### config.mk
export PLATFORM = sky130hd
export DESIGN_NAME = ps2kb_responder_flat
export DESIGN_NICKNAME = d
export VERILOG_FILES = /design/src/rtl/ps2kb_pkg.sv /design/src/rtl/ps2kb_responder_if.sv /design/src/rtl/ps2_frame_rx.sv /design/src/rtl/ps2kb_responder.sv /design/src/flat_wrapper.sv
export SDC_FILE = /design/constraint.sdc
export NUM_CORES = 1
export LEC_CHECK = 0
export CORE_ASPECT_RATIO = 1.5
export CORE_MARGIN = 5
export CORE_UTILIZATION = 60
export DETAILED_ROUTE_END_ITERATION = 8
export GPL_ROUTABILITY_DRIVEN = 0
export MAX_ROUTING_LAYER = met4
export PLACE_DENSITY = 0.9
export SYNTH_ARGS = -nofsm -noshare
export SYNTH_HDL_FRONTEND = slang
export SYNTH_SLANG_ARGS = --single-unit
### constraint.sdc
create_clock -name clk -period 4.5 [get_ports clk]
set_clock_uncertainty 0.15 [all_clocks]
set_input_delay 0.45 -clock clk [delete_from_list [all_inputs] [get_ports clk]]
set_output_delay 0.45 -clock clk [all_outputs]
set_load 0.005 [all_outputs]
### src/rtl/ps2kb_pkg.sv
// Shared types and constants for the PS/2 keyboard responder.
// Optional build macro used by this slice: PS2KB_WATCHDOG_EN (mid-frame timeout).
package ps2kb_pkg;

  typedef enum logic [1:0] {
    ST_IDLE   = 2'd0,
    ST_DATA   = 2'd1,
    ST_PARITY = 2'd2,
    ST_STOP   = 2'd3
  } rx_state_e;

  localparam logic [7:0] PS2_EXT_PREFIX = 8'hE0;
  localparam logic [7:0] PS2_BRK_PREFIX = 8'hF0;
  localparam logic [7:0] PS2_ERR_00     = 8'h00;
  localparam logic [7:0] PS2_ERR_FF     = 8'hFF;

  localparam int KEY_W   = 10;
  localparam int BRK_BIT = 9;
  localparam int EXT_BIT = 8;

  // PS/2 uses odd parity: data bits plus parity bit must hold an odd number of ones.
  function automatic logic odd_parity_ok(input logic [7:0] data, input logic parity);
    return ^{data, parity};
  endfunction

endpackage

### src/rtl/ps2kb_responder_if.sv
// Bus-side signals between the MIO decoder (master) and the keyboard responder (slave).
interface ps2kb_responder_if;
  import ps2kb_pkg::*;

  logic             ps2kb_rd;
  logic [KEY_W-1:0] ps2kb_key;
  logic             key_ready;
  logic             overflow;
  logic             frame_err;

  modport master (
    output ps2kb_rd,
    input  ps2kb_key,
    input  key_ready,
    input  overflow,
    input  frame_err
  );

  modport slave (
    input  ps2kb_rd,
    output ps2kb_key,
    output key_ready,
    output overflow,
    output frame_err
  );

endinterface

### src/rtl/ps2_frame_rx.sv
// PS/2 device-to-host frame receiver: pin synchroniser, falling-edge detect,
// 11-bit frame FSM and, with PS2KB_WATCHDOG_EN defined, a mid-frame timeout.
module ps2_frame_rx
  import ps2kb_pkg::*;
#(
  parameter int SYNC_STAGES    = 2,
  parameter int TIMEOUT_CYCLES = 50000
) (
  input  logic       clk,
  input  logic       rst,
  input  logic       ps2_clk_i,
  input  logic       ps2_data_i,
  output logic       byte_valid_o,
  output logic [7:0] byte_o,
  output logic       frame_err_o,
  output logic       abort_o
);

  logic [SYNC_STAGES-1:0] clk_sync_q;
  logic [SYNC_STAGES-1:0] data_sync_q;
  logic                   sync_clk_q;
  logic                   sync_clk_s;
  logic                   sync_data_s;
  logic                   fall_s;
  logic                   wd_expire_s;

  rx_state_e  state_q;
  logic [2:0] bit_cnt_q;
  logic [7:0] shift_q;
  logic       parity_q;
  logic       byte_valid_q;
  logic [7:0] byte_q;
  logic       frame_err_q;
  logic       abort_q;

  assign sync_clk_s  = clk_sync_q[SYNC_STAGES-1];
  assign sync_data_s = data_sync_q[SYNC_STAGES-1];
  assign fall_s      = sync_clk_q & ~sync_clk_s;

  // Synchronise both asynchronous pins; idle level of the PS/2 lines is high.
  always_ff @(posedge clk) begin
    if (rst) begin
      clk_sync_q  <= {SYNC_STAGES{1'b1}};
      data_sync_q <= {SYNC_STAGES{1'b1}};
      sync_clk_q  <= 1'b1;
    end else begin
      clk_sync_q  <= {clk_sync_q[SYNC_STAGES-2:0], ps2_clk_i};
      data_sync_q <= {data_sync_q[SYNC_STAGES-2:0], ps2_data_i};
      sync_clk_q  <= sync_clk_s;
    end
  end

`ifdef PS2KB_WATCHDOG_EN
  localparam int WD_W = $clog2(TIMEOUT_CYCLES + 1);
  localparam logic [WD_W-1:0] WD_LAST = WD_W'(TIMEOUT_CYCLES - 1);
  logic [WD_W-1:0] wd_cnt_q;

  // Count idle cycles inside a frame; any falling edge restarts the count.
  always_ff @(posedge clk) begin
    if (rst || (state_q == ST_IDLE) || fall_s) begin
      wd_cnt_q <= {WD_W{1'b0}};
    end else begin
      wd_cnt_q <= wd_cnt_q + WD_W'(1);
    end
  end

  assign wd_expire_s = (state_q != ST_IDLE) && !fall_s && (wd_cnt_q == WD_LAST);
`else
  logic wd_unused_s;
  assign wd_unused_s = (TIMEOUT_CYCLES != 0);
  assign wd_expire_s = 1'b0;
`endif

  // Frame FSM: start, 8 data bits LSB first, odd parity, stop; outputs are registered pulses.
  always_ff @(posedge clk) begin
    if (rst) begin
      state_q      <= ST_IDLE;
      bit_cnt_q    <= 3'd0;
      shift_q      <= 8'h00;
      parity_q     <= 1'b0;
      byte_valid_q <= 1'b0;
      byte_q       <= 8'h00;
      frame_err_q  <= 1'b0;
      abort_q      <= 1'b0;
    end else begin
      byte_valid_q <= 1'b0;
      frame_err_q  <= 1'b0;
      abort_q      <= 1'b0;
      if (wd_expire_s) begin
        state_q     <= ST_IDLE;
        frame_err_q <= 1'b1;
        abort_q     <= 1'b1;
      end else if (fall_s) begin
        case (state_q)
          ST_IDLE: begin
            if (!sync_data_s) begin
              state_q   <= ST_DATA;
              bit_cnt_q <= 3'd0;
            end else begin
              state_q <= ST_IDLE;
            end
          end
          ST_DATA: begin
            shift_q <= {sync_data_s, shift_q[7:1]};
            if (bit_cnt_q == 3'd7) begin
              state_q <= ST_PARITY;
            end else begin
              bit_cnt_q <= bit_cnt_q + 3'd1;
            end
          end
          ST_PARITY: begin
            parity_q <= sync_data_s;
            state_q  <= ST_STOP;
          end
          ST_STOP: begin
            state_q <= ST_IDLE;
            if (sync_data_s && odd_parity_ok(shift_q, parity_q)) begin
              byte_valid_q <= 1'b1;
              byte_q       <= shift_q;
            end else begin
              frame_err_q <= 1'b1;
            end
          end
          default: state_q <= ST_IDLE;
        endcase
      end else begin
        state_q <= state_q;
      end
    end
  end

  assign byte_valid_o = byte_valid_q;
  assign byte_o       = byte_q;
  assign frame_err_o  = frame_err_q;
  assign abort_o      = abort_q;

endmodule

### src/rtl/ps2kb_responder.sv
// PS/2 keyboard responder: frame receiver, E0/F0 prefix folding into 10-bit key
// words, key FIFO with registered head and edge-triggered pop from the bus.
// Build macro PS2KB_WATCHDOG_EN enables the mid-frame timeout in ps2_frame_rx.
module ps2kb_responder
  import ps2kb_pkg::*;
#(
  parameter int FIFO_DEPTH     = 8,
  parameter int SYNC_STAGES    = 2,
  parameter int TIMEOUT_CYCLES = 50000
) (
  input  logic               clk,
  input  logic               rst,
  input  logic               ps2_clk,
  input  logic               ps2_data,
  ps2kb_responder_if.slave   bus
);

  localparam int AW = $clog2(FIFO_DEPTH);
  localparam int CW = AW + 1;
  localparam logic [CW-1:0] DEPTH_C = CW'(FIFO_DEPTH);

  logic             rx_valid_s;
  logic [7:0]       rx_byte_s;
  logic             rx_err_s;
  logic             rx_abort_s;

  logic [KEY_W-1:0] mem_q [FIFO_DEPTH];
  logic [AW-1:0]    wr_ptr_q;
  logic [AW-1:0]    rd_ptr_q;
  logic [CW-1:0]    count_q;
  logic [CW-1:0]    count_d;
  logic             ext_q;
  logic             ext_d;
  logic             brk_q;
  logic             brk_d;
  logic             rd_q;
  logic [KEY_W-1:0] key_q;
  logic             key_ready_q;
  logic             overflow_q;

  logic             push_s;
  logic [KEY_W-1:0] push_word_s;
  logic             pop_s;
  logic             full_s;
  logic             wr_en_s;

  ps2_frame_rx #(
    .SYNC_STAGES    (SYNC_STAGES),
    .TIMEOUT_CYCLES (TIMEOUT_CYCLES)
  ) u_rx (
    .clk          (clk),
    .rst          (rst),
    .ps2_clk_i    (ps2_clk),
    .ps2_data_i   (ps2_data),
    .byte_valid_o (rx_valid_s),
    .byte_o       (rx_byte_s),
    .frame_err_o  (rx_err_s),
    .abort_o      (rx_abort_s)
  );

  // Prefix decoder: fold E0/F0 into flags, drop keyboard error codes, push everything else.
  always_comb begin
    push_s                = 1'b0;
    push_word_s           = {2'b00, rx_byte_s};
    push_word_s[BRK_BIT]  = brk_q;
    push_word_s[EXT_BIT]  = ext_q;
    ext_d                 = ext_q;
    brk_d                 = brk_q;
    if (rx_abort_s) begin
      ext_d = 1'b0;
      brk_d = 1'b0;
    end else if (rx_valid_s) begin
      case (rx_byte_s)
        PS2_EXT_PREFIX: ext_d = 1'b1;
        PS2_BRK_PREFIX: brk_d = 1'b1;
        PS2_ERR_00, PS2_ERR_FF: begin
          ext_d = 1'b0;
          brk_d = 1'b0;
        end
        default: begin
          push_s = 1'b1;
          ext_d  = 1'b0;
          brk_d  = 1'b0;
        end
      endcase
    end else begin
      push_s = 1'b0;
    end
  end

  // Pop only on the rising edge of the read select and only when something is queued;
  // when full, a concurrent pop frees the slot the push needs.
  always_comb begin
    full_s  = (count_q == DEPTH_C);
    pop_s   = bus.ps2kb_rd & ~rd_q & (count_q != {CW{1'b0}});
    wr_en_s = push_s & (~full_s | pop_s);
    case ({wr_en_s, pop_s})
      2'b10:   count_d = count_q + CW'(1);
      2'b01:   count_d = count_q - CW'(1);
      default: count_d = count_q;
    endcase
  end

  // FIFO storage write port; contents are only observed through count-qualified reads.
  always_ff @(posedge clk) begin
    if (wr_en_s) begin
      mem_q[wr_ptr_q] <= push_word_s;
    end
  end

  // FIFO pointers, prefix flags, sticky overflow and registered bus outputs.
  always_ff @(posedge clk) begin
    if (rst) begin
      wr_ptr_q    <= {AW{1'b0}};
      rd_ptr_q    <= {AW{1'b0}};
      count_q     <= {CW{1'b0}};
      ext_q       <= 1'b0;
      brk_q       <= 1'b0;
      rd_q        <= 1'b0;
      key_q       <= {KEY_W{1'b0}};
      key_ready_q <= 1'b0;
      overflow_q  <= 1'b0;
    end else begin
      rd_q    <= bus.ps2kb_rd;
      ext_q   <= ext_d;
      brk_q   <= brk_d;
      count_q <= count_d;
      if (wr_en_s) begin
        wr_ptr_q <= wr_ptr_q + AW'(1);
      end
      if (pop_s) begin
        rd_ptr_q <= rd_ptr_q + AW'(1);
      end
      if (pop_s) begin
        overflow_q <= 1'b0;
      end else if (push_s && full_s) begin
        overflow_q <= 1'b1;
      end
      key_q       <= (count_q != {CW{1'b0}}) ? mem_q[rd_ptr_q] : {KEY_W{1'b0}};
      key_ready_q <= (count_q != {CW{1'b0}});
    end
  end

  assign bus.ps2kb_key = key_q;
  assign bus.key_ready = key_ready_q;
  assign bus.overflow  = overflow_q;
  assign bus.frame_err = rx_err_s;

endmodule

### src/flat_wrapper.sv
// flat-port wrapper written by rule: the top's interface ports become plain ports
module ps2kb_responder_flat import ps2kb_pkg::*;
#(
  parameter int FIFO_DEPTH     = 8,
  parameter int SYNC_STAGES    = 2,
  parameter int TIMEOUT_CYCLES = 50000
)
  (clk, rst, ps2_clk, ps2_data, bus_ps2kb_rd, bus_ps2kb_key, bus_key_ready, bus_overflow, bus_frame_err);
  ps2kb_responder_if bus_i ();
  input  logic clk;
  input  logic rst;
  input  logic ps2_clk;
  input  logic ps2_data;
  input wire logic [$bits(bus_i.ps2kb_rd)-1:0] bus_ps2kb_rd;
  output wire logic [$bits(bus_i.ps2kb_key)-1:0] bus_ps2kb_key;
  output wire logic [$bits(bus_i.key_ready)-1:0] bus_key_ready;
  output wire logic [$bits(bus_i.overflow)-1:0] bus_overflow;
  output wire logic [$bits(bus_i.frame_err)-1:0] bus_frame_err;
  assign bus_i.ps2kb_rd = bus_ps2kb_rd;
  assign bus_ps2kb_key = bus_i.ps2kb_key;
  assign bus_key_ready = bus_i.key_ready;
  assign bus_overflow = bus_i.overflow;
  assign bus_frame_err = bus_i.frame_err;
  ps2kb_responder #(.FIFO_DEPTH(FIFO_DEPTH), .SYNC_STAGES(SYNC_STAGES), .TIMEOUT_CYCLES(TIMEOUT_CYCLES)) u_core (.clk(clk), .rst(rst), .ps2_clk(ps2_clk), .ps2_data(ps2_data), .bus(bus_i));
endmodule
==> flow_summary.toml <==
[critical_path]
crit_type = "flop to flop"
critPathTopFamily = "simple AND/OR/NAND/NOR gates"
rr_worst_depth = 10
start_kind = "flop"
required_ns = 4.67
worstReg2RegStart = "u_core.u_rx.byte_o[4]$_SDFFE_PP0P_"
path_buf_inv = 0
slowest_stage = "dfxtp_1"
r2r_slack_ns = 1.10
worst_setup_path_end_kind = "flop"
arrival_ns = 3.58
cp_cell_sequence = "nor4_1, o21ai_0, nand3_1, ha_1, xor2_1, ha_1, a21oi_1, xor2_1, or3_1, a21oi_1"
timing.rr.end = "u_core.count_q[2]$_SDFFE_PP0P_"
path_max_fanout = 13
max_stage_delay_ns = 0.58

[global_routing]
grtUsageTotal = 0.2070
antenna_found_initial = 0
grt_max_degree = 32
gr-total-overflow = 0
grt_pass1_wl_um = 16090
grt_pass1_vias = 3112

[die]
die_h_um = 124.3
die_x_um = 86.22
die-area_mm2 = 0.01072
ios = 18
floorplan.initialDensity = 0.6177
core_mm2 = 0.008464
rows = 41

[logic_synthesis]
synth.avg_cell_area_um2 = 14.77
synth_seq_area_share = 0.6662
synth_edf_count = 80
synth-compound-area-share = 0.03542
syn_nets = 370
async_reset_ff_frac = 0
synth_top_cell_by_area = "edfxtp_1"
muxShareOfSynthArea = 0.1345
synth_area_mm2 = 0.005229
synthAdderAreaFrac = 0.02632
synth_top_family_by_area = "multiplexers"
yosysWarnings = 0
synth_top_area_frac = 0.4594
synthCells = 354
synth.area.top_cells = "edfxtp_1 46%, dfxtp_1 21%, mux4_2 8.6%, mux2i_1 4.4%, ha_1 2.6%"
yosys.area_share.simple = 0.09596
synth_top_flop_cell = "edfxtp_1"
ys_types = 39
synth_seq_cells = 134
synth-xor-area-share = 0.02560

[sta]
relSlewSlack = 0.1724
rsz0062_at_grt = "false"
min_period_over_period = 0.7565
maxSlewViolCount = 0
setup_viol = 0
period_needed_ns = 3.404
hold_violations = 0
tns_ns = 0
max_freq_ghz = 0.2937
tightest_slew_ns = 1.238

[final_layout]
antennaDiodeCount = 0
fillers = 514
synthToLayoutAreaGrowth_pct = 18.04
final_cell_area_mm2 = 0.006172
nNetsFinal = 398
drive_gt1_frac = 0.1696

[clock_network]
clkLatencyLatePin_ns = 0.41
post_cts_resize_count = 0
tritoncts = "built"
htree_levels = 4
cts_setup_buffers = 0
cts_buffers = 17
clk_path_buf_depth = 2
cts_hold_buf = 0
root_buffer = "clkbuf_16"
clkTransAtPathRegs_ns = 0.06
clock-sinks = 134

[worst_hold_path]
hold-path-cell-count = 1
hp-class = "flop to flop"
min_from = "u_core.u_rx.data_sync_q[0]$_SDFF_PP1_"
whs_endpoint = "u_core.u_rx.data_sync_q[1]$_SDFF_PP1_"

[drt]
dr.pass1.iters = 6
vias = 3014
routedWlPerCell_um = 19.73
postRouteAntennaNets = 0
route.detailed.drc = 0
drtIter0Drc = 300
routed_wl_um = 9906
via_per_inst = 6.004

[pwr]
p_leak_nw = 2.146
peakVddDrop_mv = 0.3025
power.density_mw_per_mm2 = 444.9

[place]
place_area_mm2 = 0.005543
portBuffers = 17
dp.final_hpwl_um = 5788

[outcome]
outcome = "complete, no violations"

[run]
drv_cap = 0
[flip-flops by register name, summed over array words and instances (netlist names)]
name                      cells
u_core.count_q                4
u_core.u_rx.state_q           2
u_core.u_rx.shift_q           8
u_core.bus.ps2kb_key         10
u_core.u_rx.bit_cnt_q         3
u_core.u_rx.parity_q          1
u_core.u_rx.sync_clk_q        1
u_core.wr_ptr_q               3
u_core.bus.key_ready          1
u_core.u_rx.frame_err_o       1
u_core.rd_q                   1
u_core.rd_ptr_q               3
u_core.u_rx.data_sync_q       2
u_core.bus.overflow           1
u_core.u_rx.byte_valid_o      1
u_core.u_rx.byte_o            8
u_core.brk_q                  1
u_core.mem_q                 80
u_core.u_rx.clk_sync_q        2
u_core.ext_q                  1
[worst reg2reg max path: cells and delay by family (launching register included)]
family | cells | cell delay (ns)
AOI/OAI and AO/OA | 3 | 0.73
xor gates and xnor gates | 2 | 0.27
adders and majority gates | 2 | 0.65
DFF | 1 | 0.58
and+or+nand+nor | 3 | 0.95
[cell usage after synthesis, types with 2 or more instances]
| cell | instances |
|---|---|
| buf_2 | 3 |
| nor4bb_1 | 2 |
| dfxtp_1 | 54 |
| clkbuf_1 | 11 |
| or3_1 | 3 |
| nand4_1 | 2 |
| mux2i_1 | 23 |
| xnor2_1 | 3 |
| ha_1 | 11 |
| edfxtp_1 | 80 |
| a211oi_1 | 3 |
| mux4_2 | 20 |
| nor4_1 | 4 |
| nor4b_1 | 3 |
| nor3b_1 | 2 |
| and3_1 | 2 |
| nand2_1 | 18 |
| nor2_1 | 36 |
| nand3_1 | 9 |
| nor2b_1 | 2 |
| or2_2 | 6 |
| o21ai_0 | 5 |
| nand2b_1 | 5 |
| nor3_1 | 3 |
| xor2_1 | 7 |
| a21oi_1 | 19 |
| inv_1 | 6 |
[how the worst max path moves through the flow]
stage                                       startpoint                             end  slack, ns  depth (start not counted)
floorplan           u_core.u_rx.byte_o[7]$_SDFFE_PP0P_    u_core.mem_q[2][0]$_DFFE_PP_       1.57                          4
global placement                          bus_ps2kb_rd  u_core.count_q[2]$_SDFFE_PP0P_       1.29                         11
detailed placement                        bus_ps2kb_rd  u_core.count_q[2]$_SDFFE_PP0P_       1.17                         11
CTS                 u_core.u_rx.byte_o[4]$_SDFFE_PP0P_  u_core.count_q[2]$_SDFFE_PP0P_       1.20                         10
global route        u_core.u_rx.byte_o[4]$_SDFFE_PP0P_  u_core.count_q[2]$_SDFFE_PP0P_       0.95                         10
finish              u_core.u_rx.byte_o[4]$_SDFFE_PP0P_  u_core.count_q[2]$_SDFFE_PP0P_       1.10                         10
[placed cells by master, fill, tap and decap left out, drive strengths merged, types with 2 or more instances in the layout]
cell	synthesis	final
nand4	2	2
dfxtp	54	54
bufinv	0	3
nor4bb	2	2
nor4b	3	3
inv	6	6
and3	2	2
edfxtp	80	80
xnor3	2	2
ha	11	11
buf	3	7
a21oi	19	19
or2	6	6
nor2	36	36
o21ai	5	5
xor2	7	7
mux2i	24	24
a211oi	3	3
xnor2	3	3
nor4	4	4
clkdlybuf4s50	0	17
mux4	20	20
nand3	9	9
nand2b	5	5
clkbuf	12	24
nor3	3	3
nor3b	2	2
clkinv	0	4
nand2	18	18
nor2b	2	2
or3	3	3
[final cells by class]
class | instances | area, um2 | share of cell area
inverter | 6 | 22.52 | 0.003649
clock buffer | 24 | 514.2 | 0.08332
clock inverter | 8 | 115.1 | 0.01865
timing repair buffer | 24 | 222.7 | 0.03608
multi-input combinational | 199 | 1680 | 0.2722
tap | 107 | 133.9 | 0.02169
sequential | 134 | 3483 | 0.5644
[per-stage QoR]
| stage | hold WS (ns) | power, mW | setup slack [ns] | std cells | utilization |
|---|---|---|---|---|---|
| 2_1_floorplan | 0.2395 | 1.331 | 1.569 | 354 | - |
| 3_3_place_gp | 0.2497 | 1.337 | 1.288 | 470 | 0.6548 |
| 3_5_place_dp | 0.2481 | 1.338 | 1.172 | 470 | 0.6548 |
| 4_1_cts | 0.2761 | 2.758 | 1.204 | 502 | 0.7292 |
| 5_1_grt | 0.2771 | 2.826 | 0.9478 | 502 | 0.7292 |
| 6_report | 0.2719 | 2.746 | 1.096 | 502 | 0.7292 |
[routing by layer]
metal | routed length, um | vias to the layer above | global-route usage | part of all wire
met5 | 0 | - | - | 0
met4 | 180 | 0 | 0.08165 | 0.018
met3 | 451 | 16 | 0.04567 | 0.046
met2 | 5486 | 98 | 0.3467 | 0.55
met1 | 3788 | 1520 | 0.2403 | 0.38
li1 | - | 1380 | - | -
[power breakdown]
group	leakage, nW	switching (mW)	total (mW)	internal (mW)
registers	1.18	0.00204	1.29	1.29
logic	0.664	0.0128	0.0215	0.00867
clock network	0.306	0.472	1.43	0.962
[cells by family (layout without fill, tap and decap cells)]
kind of cell / Yosys count / after routing
AOI/OAI and AO/OA: 32 / 32
adders and majority gates: 11 / 11
and+or+nand+nor: 100 / 100
DFF: 134 / 134
buffers and inverters: 21 / 62
muxes: 44 / 44
xor gates and xnor gates: 12 / 12
(Power assumes the default switching activity.)
